--- src/rtl/direction_light_fsm_if.sv ---
`default_nettype none
// +----------------------------------------------------------------------+
// | direction_light_fsm_if : scheduler <-> per-direction light sequencer |
// | Revision 1.0                                                         |
// +----------------------------------------------------------------------+
interface direction_light_fsm_if #(
  parameter int CNT_W = 6
);
  logic             enable;
  logic             clear;
  logic             service;
  logic             light_red;
  logic             light_yellow;
  logic             light_green;
  logic             done;
  logic             busy;
  logic [CNT_W-1:0] remaining;

  modport master (
    output enable, clear, service,
    input  light_red, light_yellow, light_green, done, busy, remaining
  );

  modport slave (
    input  enable, clear, service,
    output light_red, light_yellow, light_green, done, busy, remaining
  );
endinterface
`default_nettype wire

--- src/rtl/direction_light_fsm.sv ---
`default_nettype none
// +----------------------------------------------------------------------+
// | direction_light_fsm : timed green/yellow/all-red sequencer with      |
// | service (blinking yellow) mode and safe abort. Revision 1.0          |
// +----------------------------------------------------------------------+
module direction_light_fsm #(
  parameter int TICK_DIV    = 50_000_000,
  parameter int GREEN_S     = 20,
  parameter int YELLOW_S    = 3,
  parameter int RED_CLEAR_S = 2,
  parameter int CNT_W       = 6
) (
  input  logic                 clk,
  input  logic                 rst_n,
  direction_light_fsm_if.slave bus
);

  localparam int               c_PW        = $clog2(TICK_DIV);
  localparam logic [c_PW-1:0]  c_TICK_LAST = c_PW'(TICK_DIV - 1);
  localparam logic [c_PW-1:0]  c_PONE      = c_PW'(1);
  localparam logic [CNT_W-1:0] c_ONE       = CNT_W'(1);
  localparam logic [CNT_W-1:0] c_ZERO      = '0;
  localparam logic [CNT_W-1:0] c_GREEN     = CNT_W'(GREEN_S);
  localparam logic [CNT_W-1:0] c_YELLOW    = CNT_W'(YELLOW_S);
  localparam logic [CNT_W-1:0] c_RED_CLR   = CNT_W'(RED_CLEAR_S);

  typedef enum logic [2:0] {
    S_IDLE     = 3'd0,
    S_GREEN    = 3'd1,
    S_YELLOW   = 3'd2,
    S_ALL_RED  = 3'd3,
    S_DONE     = 3'd4,
    S_WAIT_REL = 3'd5,
    S_SERVICE  = 3'd6
  } state_t;

  state_t           r_state;
  state_t           w_nxt;
  logic [c_PW-1:0]  r_presc;
  logic [CNT_W-1:0] r_cnt;
  logic [CNT_W-1:0] w_cnt;
  logic             r_abort;
  logic             w_abort;
  logic             r_svc_yel;
  logic             w_svc_yel;
  logic             w_tick;
  logic             w_chg;
  logic             r_red;
  logic             r_yellow;
  logic             r_green;
  logic             r_done;
  logic             r_busy;

  assign w_tick = (r_presc == c_TICK_LAST);
  assign w_chg  = (w_nxt != r_state);

  always_comb begin
    w_nxt     = r_state;
    w_cnt     = r_cnt;
    w_abort   = r_abort;
    w_svc_yel = r_svc_yel;
    case (r_state)
      S_IDLE: begin
        if (!bus.clear) begin
          if (bus.service) begin
            w_nxt     = S_SERVICE;
            w_svc_yel = 1'b1;
            w_cnt     = c_ZERO;
          end else if (bus.enable) begin
            w_nxt   = S_GREEN;
            w_cnt   = c_GREEN;
            w_abort = 1'b0;
          end
        end
      end
      S_GREEN: begin
        // An abort still serves yellow and clearance; green never drops to red.
        if (bus.clear) begin
          w_nxt   = S_YELLOW;
          w_cnt   = c_YELLOW;
          w_abort = 1'b1;
        end else if (w_tick) begin
          if (r_cnt == c_ONE) begin
            w_nxt = S_YELLOW;
            w_cnt = c_YELLOW;
          end else begin
            w_cnt = r_cnt - c_ONE;
          end
        end
      end
      S_YELLOW: begin
        if (bus.clear)
          w_abort = 1'b1;
        if (w_tick) begin
          if (r_cnt == c_ONE) begin
            w_nxt = S_ALL_RED;
            w_cnt = c_RED_CLR;
          end else begin
            w_cnt = r_cnt - c_ONE;
          end
        end
      end
      S_ALL_RED: begin
        if (bus.clear) begin
          w_nxt = S_IDLE;
          w_cnt = c_ZERO;
        end else if (w_tick) begin
          if (r_cnt == c_ONE) begin
            w_nxt = r_abort ? S_IDLE : S_DONE;
            w_cnt = c_ZERO;
          end else begin
            w_cnt = r_cnt - c_ONE;
          end
        end
      end
      S_DONE: begin
        w_nxt = bus.enable ? S_WAIT_REL : S_IDLE;
      end
      S_WAIT_REL: begin
        if (bus.clear) begin
          w_nxt = S_IDLE;
        end else if (bus.service) begin
          w_nxt     = S_SERVICE;
          w_svc_yel = 1'b1;
        end else if (!bus.enable) begin
          w_nxt = S_IDLE;
        end
      end
      S_SERVICE: begin
        if (bus.clear || !bus.service) begin
          w_nxt   = S_ALL_RED;
          w_cnt   = c_RED_CLR;
          w_abort = 1'b1;
        end else if (w_tick) begin
          w_svc_yel = ~r_svc_yel;
        end
      end
      default: begin
        w_nxt = S_IDLE;
        w_cnt = c_ZERO;
      end
    endcase
  end

  // Lamps and status are decoded from the next state so they switch with it.
  always_ff @(posedge clk or negedge rst_n) begin
    if (!rst_n) begin
      r_state   <= S_IDLE;
      r_presc   <= '0;
      r_cnt     <= '0;
      r_abort   <= 1'b0;
      r_svc_yel <= 1'b0;
      r_red     <= 1'b1;
      r_yellow  <= 1'b0;
      r_green   <= 1'b0;
      r_done    <= 1'b0;
      r_busy    <= 1'b0;
    end else begin
      r_state   <= w_nxt;
      r_presc   <= (w_chg || w_tick) ? '0 : r_presc + c_PONE;
      r_cnt     <= w_cnt;
      r_abort   <= w_abort;
      r_svc_yel <= w_svc_yel;
      r_red     <= (w_nxt == S_IDLE) || (w_nxt == S_ALL_RED) ||
                   (w_nxt == S_DONE) || (w_nxt == S_WAIT_REL);
      r_yellow  <= (w_nxt == S_YELLOW) || ((w_nxt == S_SERVICE) && w_svc_yel);
      r_green   <= (w_nxt == S_GREEN);
      r_done    <= (w_nxt == S_DONE);
      r_busy    <= (w_nxt == S_GREEN) || (w_nxt == S_YELLOW) ||
                   (w_nxt == S_ALL_RED) || (w_nxt == S_DONE);
    end
  end

  assign bus.light_red    = r_red;
  assign bus.light_yellow = r_yellow;
  assign bus.light_green  = r_green;
  assign bus.done         = r_done;
  assign bus.busy         = r_busy;
  assign bus.remaining    = r_cnt;

endmodule
`default_nettype wire

--- src/flat_wrapper.sv ---
// flat-port wrapper written by rule: the top's interface ports become plain ports
module direction_light_fsm_flat 
#(
  parameter int TICK_DIV    = 50_000_000,
  parameter int GREEN_S     = 20,
  parameter int YELLOW_S    = 3,
  parameter int RED_CLEAR_S = 2,
  parameter int CNT_W       = 6
)
  (clk, rst_n, bus_enable, bus_clear, bus_service, bus_light_red, bus_light_yellow, bus_light_green, bus_done, bus_busy, bus_remaining);
  direction_light_fsm_if #(.CNT_W(CNT_W)) bus_i ();
  input  logic clk;
  input  logic rst_n;
  input wire logic [$bits(bus_i.enable)-1:0] bus_enable;
  input wire logic [$bits(bus_i.clear)-1:0] bus_clear;
  input wire logic [$bits(bus_i.service)-1:0] bus_service;
  output wire logic [$bits(bus_i.light_red)-1:0] bus_light_red;
  output wire logic [$bits(bus_i.light_yellow)-1:0] bus_light_yellow;
  output wire logic [$bits(bus_i.light_green)-1:0] bus_light_green;
  output wire logic [$bits(bus_i.done)-1:0] bus_done;
  output wire logic [$bits(bus_i.busy)-1:0] bus_busy;
  output wire logic [$bits(bus_i.remaining)-1:0] bus_remaining;
  assign bus_i.enable = bus_enable;
  assign bus_i.clear = bus_clear;
  assign bus_i.service = bus_service;
  assign bus_light_red = bus_i.light_red;
  assign bus_light_yellow = bus_i.light_yellow;
  assign bus_light_green = bus_i.light_green;
  assign bus_done = bus_i.done;
  assign bus_busy = bus_i.busy;
  assign bus_remaining = bus_i.remaining;
  direction_light_fsm #(.TICK_DIV(TICK_DIV), .GREEN_S(GREEN_S), .YELLOW_S(YELLOW_S), .RED_CLEAR_S(RED_CLEAR_S), .CNT_W(CNT_W)) u_core (.clk(clk), .rst_n(rst_n), .bus(bus_i));
endmodule
--- config.mk ---
export PLATFORM = sky130hd
export DESIGN_NAME = direction_light_fsm_flat
export DESIGN_NICKNAME = d
export VERILOG_FILES = /design/src/rtl/direction_light_fsm_if.sv /design/src/rtl/direction_light_fsm.sv /design/src/flat_wrapper.sv
export SDC_FILE = /design/constraint.sdc
export NUM_CORES = 1
export LEC_CHECK = 0
export BUFFER_PORTS_ARGS = -buffer_cell sky130_fd_sc_hd__buf_2
export CORE_MARGIN = 5
export CORE_UTILIZATION = 50
export CTS_CLUSTER_DIAMETER = 60
export CTS_CLUSTER_SIZE = 10
export DETAILED_ROUTE_END_ITERATION = 12
export GPL_TIMING_DRIVEN = 0
export PLACE_DENSITY = 0.67
export SYNTH_ARGS = -nofsm -noshare
export SYNTH_HDL_FRONTEND = slang
export SYNTH_SLANG_ARGS = --single-unit
export TNS_END_PERCENT = 50
--- constraint.sdc ---
create_clock -name clk -period 6.1 [get_ports clk]
set_input_delay 0.915 -clock clk [delete_from_list [all_inputs] [get_ports clk]]
set_output_delay 0.915 -clock clk [all_outputs]
set_load 0.05 [all_outputs]
==> impl_metrics.json <==
{
  "drv_cap": 0,
  "skew_ns": 0.0133,
  "critPathMaxStageDelay_ns": 0.39,
  "cts.sinks": 42,
  "synth_warnings": 0,
  "syn_inst": 269,
  "antenna_found_initial": 0,
  "netlist.top_cell.by_area": "dfrtp_1",
  "worstReg2RegStart": "u_core.bus.remaining[1]$_DFFE_PN0P_",
  "vdd_drop_max_uv": 188,
  "netSwitchingPower_uw": 447,
  "min_period_ns": 2.50,
  "yosysSeqAreaShare_pct": 44.4,
  "via_per_inst": 5.64,
  "clk_latency_ns": 0.30,
  "wl_per_cell_um": 14.0,
  "path_max_fanout": 10,
  "layout.nets": 299,
  "htree_num_levels": 2,
  "antenna_left": 0,
  "cp-startpoint": "bus_service",
  "cts_hold_buffers": 0,
  "cts_tree": "done",
  "grt_max_degree": 43,
  "area_growth_pct": 10.7,
  "synth-async-reset-ratio_pct": 100,
  "cp_cell_sequence": "buf_2 > clkbuf_1 > nor2_1 > nor2_1 > o22ai_1 > a21oi_1 > o22ai_1 > nand3_1 > clkbuf_1 > nor2_1",
  "power_frac_clock_pct": 21.0,
  "finalHoldViolations": 0,
  "swShare_pct": 43.0,
  "synth_area_per_cell_sq_um": 8.82,
  "routed_wl_um": 4860,
  "cts_buffer_depth": 2,
  "synth_commonest_cells": "nor2_1 (53), dfrtp_1 (41), nand2_1 (23), a21oi_1 (15), xor2_1 (15)",
  "synth.net_count": 277,
  "die_width_um": 78.9,
  "synthDominantCellAreaShare_pct": 43.2,
  "rsz0062_at_grt": "false",
  "vias": 1952,
  "combPwrFrac_pct": 43.3,
  "yosys_most_used_dff": "dfrtp_1",
  "initial_utilization_pct": 50.9,
  "stdcell_area_sq_um": 2630,
  "fmax_mhz": 401,
  "holdCritPathClass": "reg2reg",
  "place_hpwl_um": 3520,
  "critPathMostFrequentCell": "nor2_1",
  "io_buffer_count": 15,
  "cts_buffers": 5,
  "first_global_vias": 1930,
  "path_buf_inv": 3,
  "drive_gt1_share_pct": 13.4,
  "path_class": "in2reg",
  "internal-power_uw": 593,
  "cts_root_buf": "clkbuf_8",
  "min_from": "u_core.r_abort$_DFFE_PN0P_",
  "slew_violations": 0,
  "rows": 25,
  "n_antenna_cell": 0,
  "p_per_area_nw_per_um2": 396,
  "overflow": 0,
  "synth_cell_types": 49,
  "synth-edff-count": 0,
  "synth-seq-cells": 42,
  "ios": 16,
  "maxSlewHeadroom_pct": 39.1,
  "grt.total_usage_pct": 17.4,
  "drtIter0Drc": 88,
  "grt_pass1_wl_um": 8820,
  "netlist_area_sq_um": 2370,
  "crit_path_end_kind": "flop",
  "start_kind": "input port",
  "setup_violations": 0,
  "first_pass_iters": 4,
  "core_region_area_sq_um": 4660,
  "status": "complete, no violations",
  "placed_area_sq_um": 2510,
  "p_leak_nw": 1.16,
  "cp_top_family": "buffers and inverters",
  "cts_resized": 0,
  "synth_most_common_cell": "nor2_1",
  "worst-endpoint-required_ns": 6.27,
  "drc": 0,
  "path_clk_slew_ns": 0.08,
  "synth_area_leaders": "dfrtp_1 (43%), nor2_1 (8.4%), xor2_1 (5.5%)",
  "post_cts_buffers": 0,
  "p_seq_share_pct": 35.7,
  "arrival_ns": 2.67,
  "fp.dieH_um": 78.9,
  "period_share_pct": 40.9,
  "dieArea_sq_um": 6220,
  "gp_congestion": 0.943,
  "worst-slew-pin-transition_ns": 0.913,
  "crit_slowest_cell": "clkbuf_1",
  "final.setup.tns_ns": 0
}
power groups by stage:
stage	Combinational, mW	Clock, mW	Sequential [mW]
global placement	0.443	0	0.375
global route	0.503	0.238	0.379
floorplan	0.275	0	0.446
finish	0.450	0.218	0.371
detailed placement	0.449	0	0.376
CTS	0.452	0.224	0.371
kinds of logic (layout without fill, tap and decap cells):
logic type / Yosys count / after routing / share of synthesized area, %
buf+inv: 19 / 42 / 3.22
simple gates: 126 / 126 / 26.0
fa+ha+maj: 3 / 3 / 1.58
compound gates: 53 / 53 / 15.2
flops: 42 / 42 / 44.4
xor+xnor: 26 / 26 / 9.60
placed cells by master, fill, tap and decap left out, types with 2 or more instances in the layout:
cell / instances
a21o_1: 2
a21oi_1: 15
a22o_1: 2
a31oi_1: 2
and3_1: 7
buf_2: 19
clkbuf_1: 6
clkbuf_8: 5
dfrtp_1: 41
ha_1: 3
inv_1: 10
nand2_1: 23
nand2b_1: 4
nand3_1: 9
nand4_1: 7
nor2_1: 53
nor2b_1: 3
nor3_1: 7
nor4_2: 2
o21ai_0: 12
o21bai_1: 2
o221ai_1: 2
o22ai_1: 2
or2_2: 2
xnor2_1: 11
xor2_1: 15
worst paths after layout:
kind / slack [ns] / to / depth (start not counted)
max in group asynchronous: 4.78 / u_core.r_abort$_DFFE_PN0P_ / 1
worst max register to register: 3.75 / u_core.bus.light_yellow$_DFF_PN0_ / 8
worst max-delay path: 3.60 / u_core.r_presc[8]$_DFF_PN0_ / 10
worst min register to register: 0.47 / u_core.bus.done$_DFF_PN0_ / 1
min in group asynchronous: 0.74 / u_core.r_presc[21]$_DFF_PN0_ / 1
worst min-delay path: 0.47 / u_core.bus.done$_DFF_PN0_ / 1
registers in the layout, summed over array words and instances, names as in the netlist:
signal and cells:
u_core.r_presc 26, u_core.bus.remaining 6, u_core.r_state 3, u_core.bus.busy 1, u_core.bus.done 1, u_core.bus.light_green 1
u_core.bus.light_red 1, u_core.bus.light_yellow 1, u_core.r_abort 1, u_core.r_svc_yel 1
worst register-to-register path: stages, from the launching register on:
cell	delay (ns)
dfrtp_1	0.40
inv_1	0.10
ha_1	0.15
nand2b_1	0.11
nor4_2	0.44
nand4_1	0.30
o311ai_2	0.41
nand2_1	0.16
o211a_1	0.16
metal layers:
layer | up-vias | GRT usage (%) | wire length [um]
met3 | 6 | 3.17 | 197
met1 | 937 | 25.7 | 2450
met2 | 32 | 25.9 | 2150
met4 | 0 | 5.50 | 54
met5 | - | 0 | 0
li1 | 977 | - | -
final cells by class:
type                       count  area, sq um
clock inverter                 2         37.5
multi-input combinational    208         1240
inverter                      10         37.5
fill                         447         2040
clock buffer                   6         72.6
timing repair buffer          15         75.1
buffer                         9         38.8
sequential                    42         1050
tap                           54         67.6
metrics by stage:
| step | worst slack (ns) | std cells | power, mW | util [%] | hold WS, ns |
|---|---|---|---|---|---|
| after CTS | 3.58 | 346 | 1.05 | 56.3 | 0.475 |
| after detailed placement | 3.26 | 338 | 0.826 | 54.0 | 0.466 |
| final | 3.60 | 346 | 1.04 | 56.3 | 0.467 |
| after floorplan | 3.82 | 269 | 0.720 | - | 0.434 |
| after global placement | 3.30 | 338 | 0.817 | 54.0 | 0.454 |
| after global routing | 3.33 | 346 | 1.12 | 56.3 | 0.493 |
No activity file was read; power rests on OpenSTA's default activity.
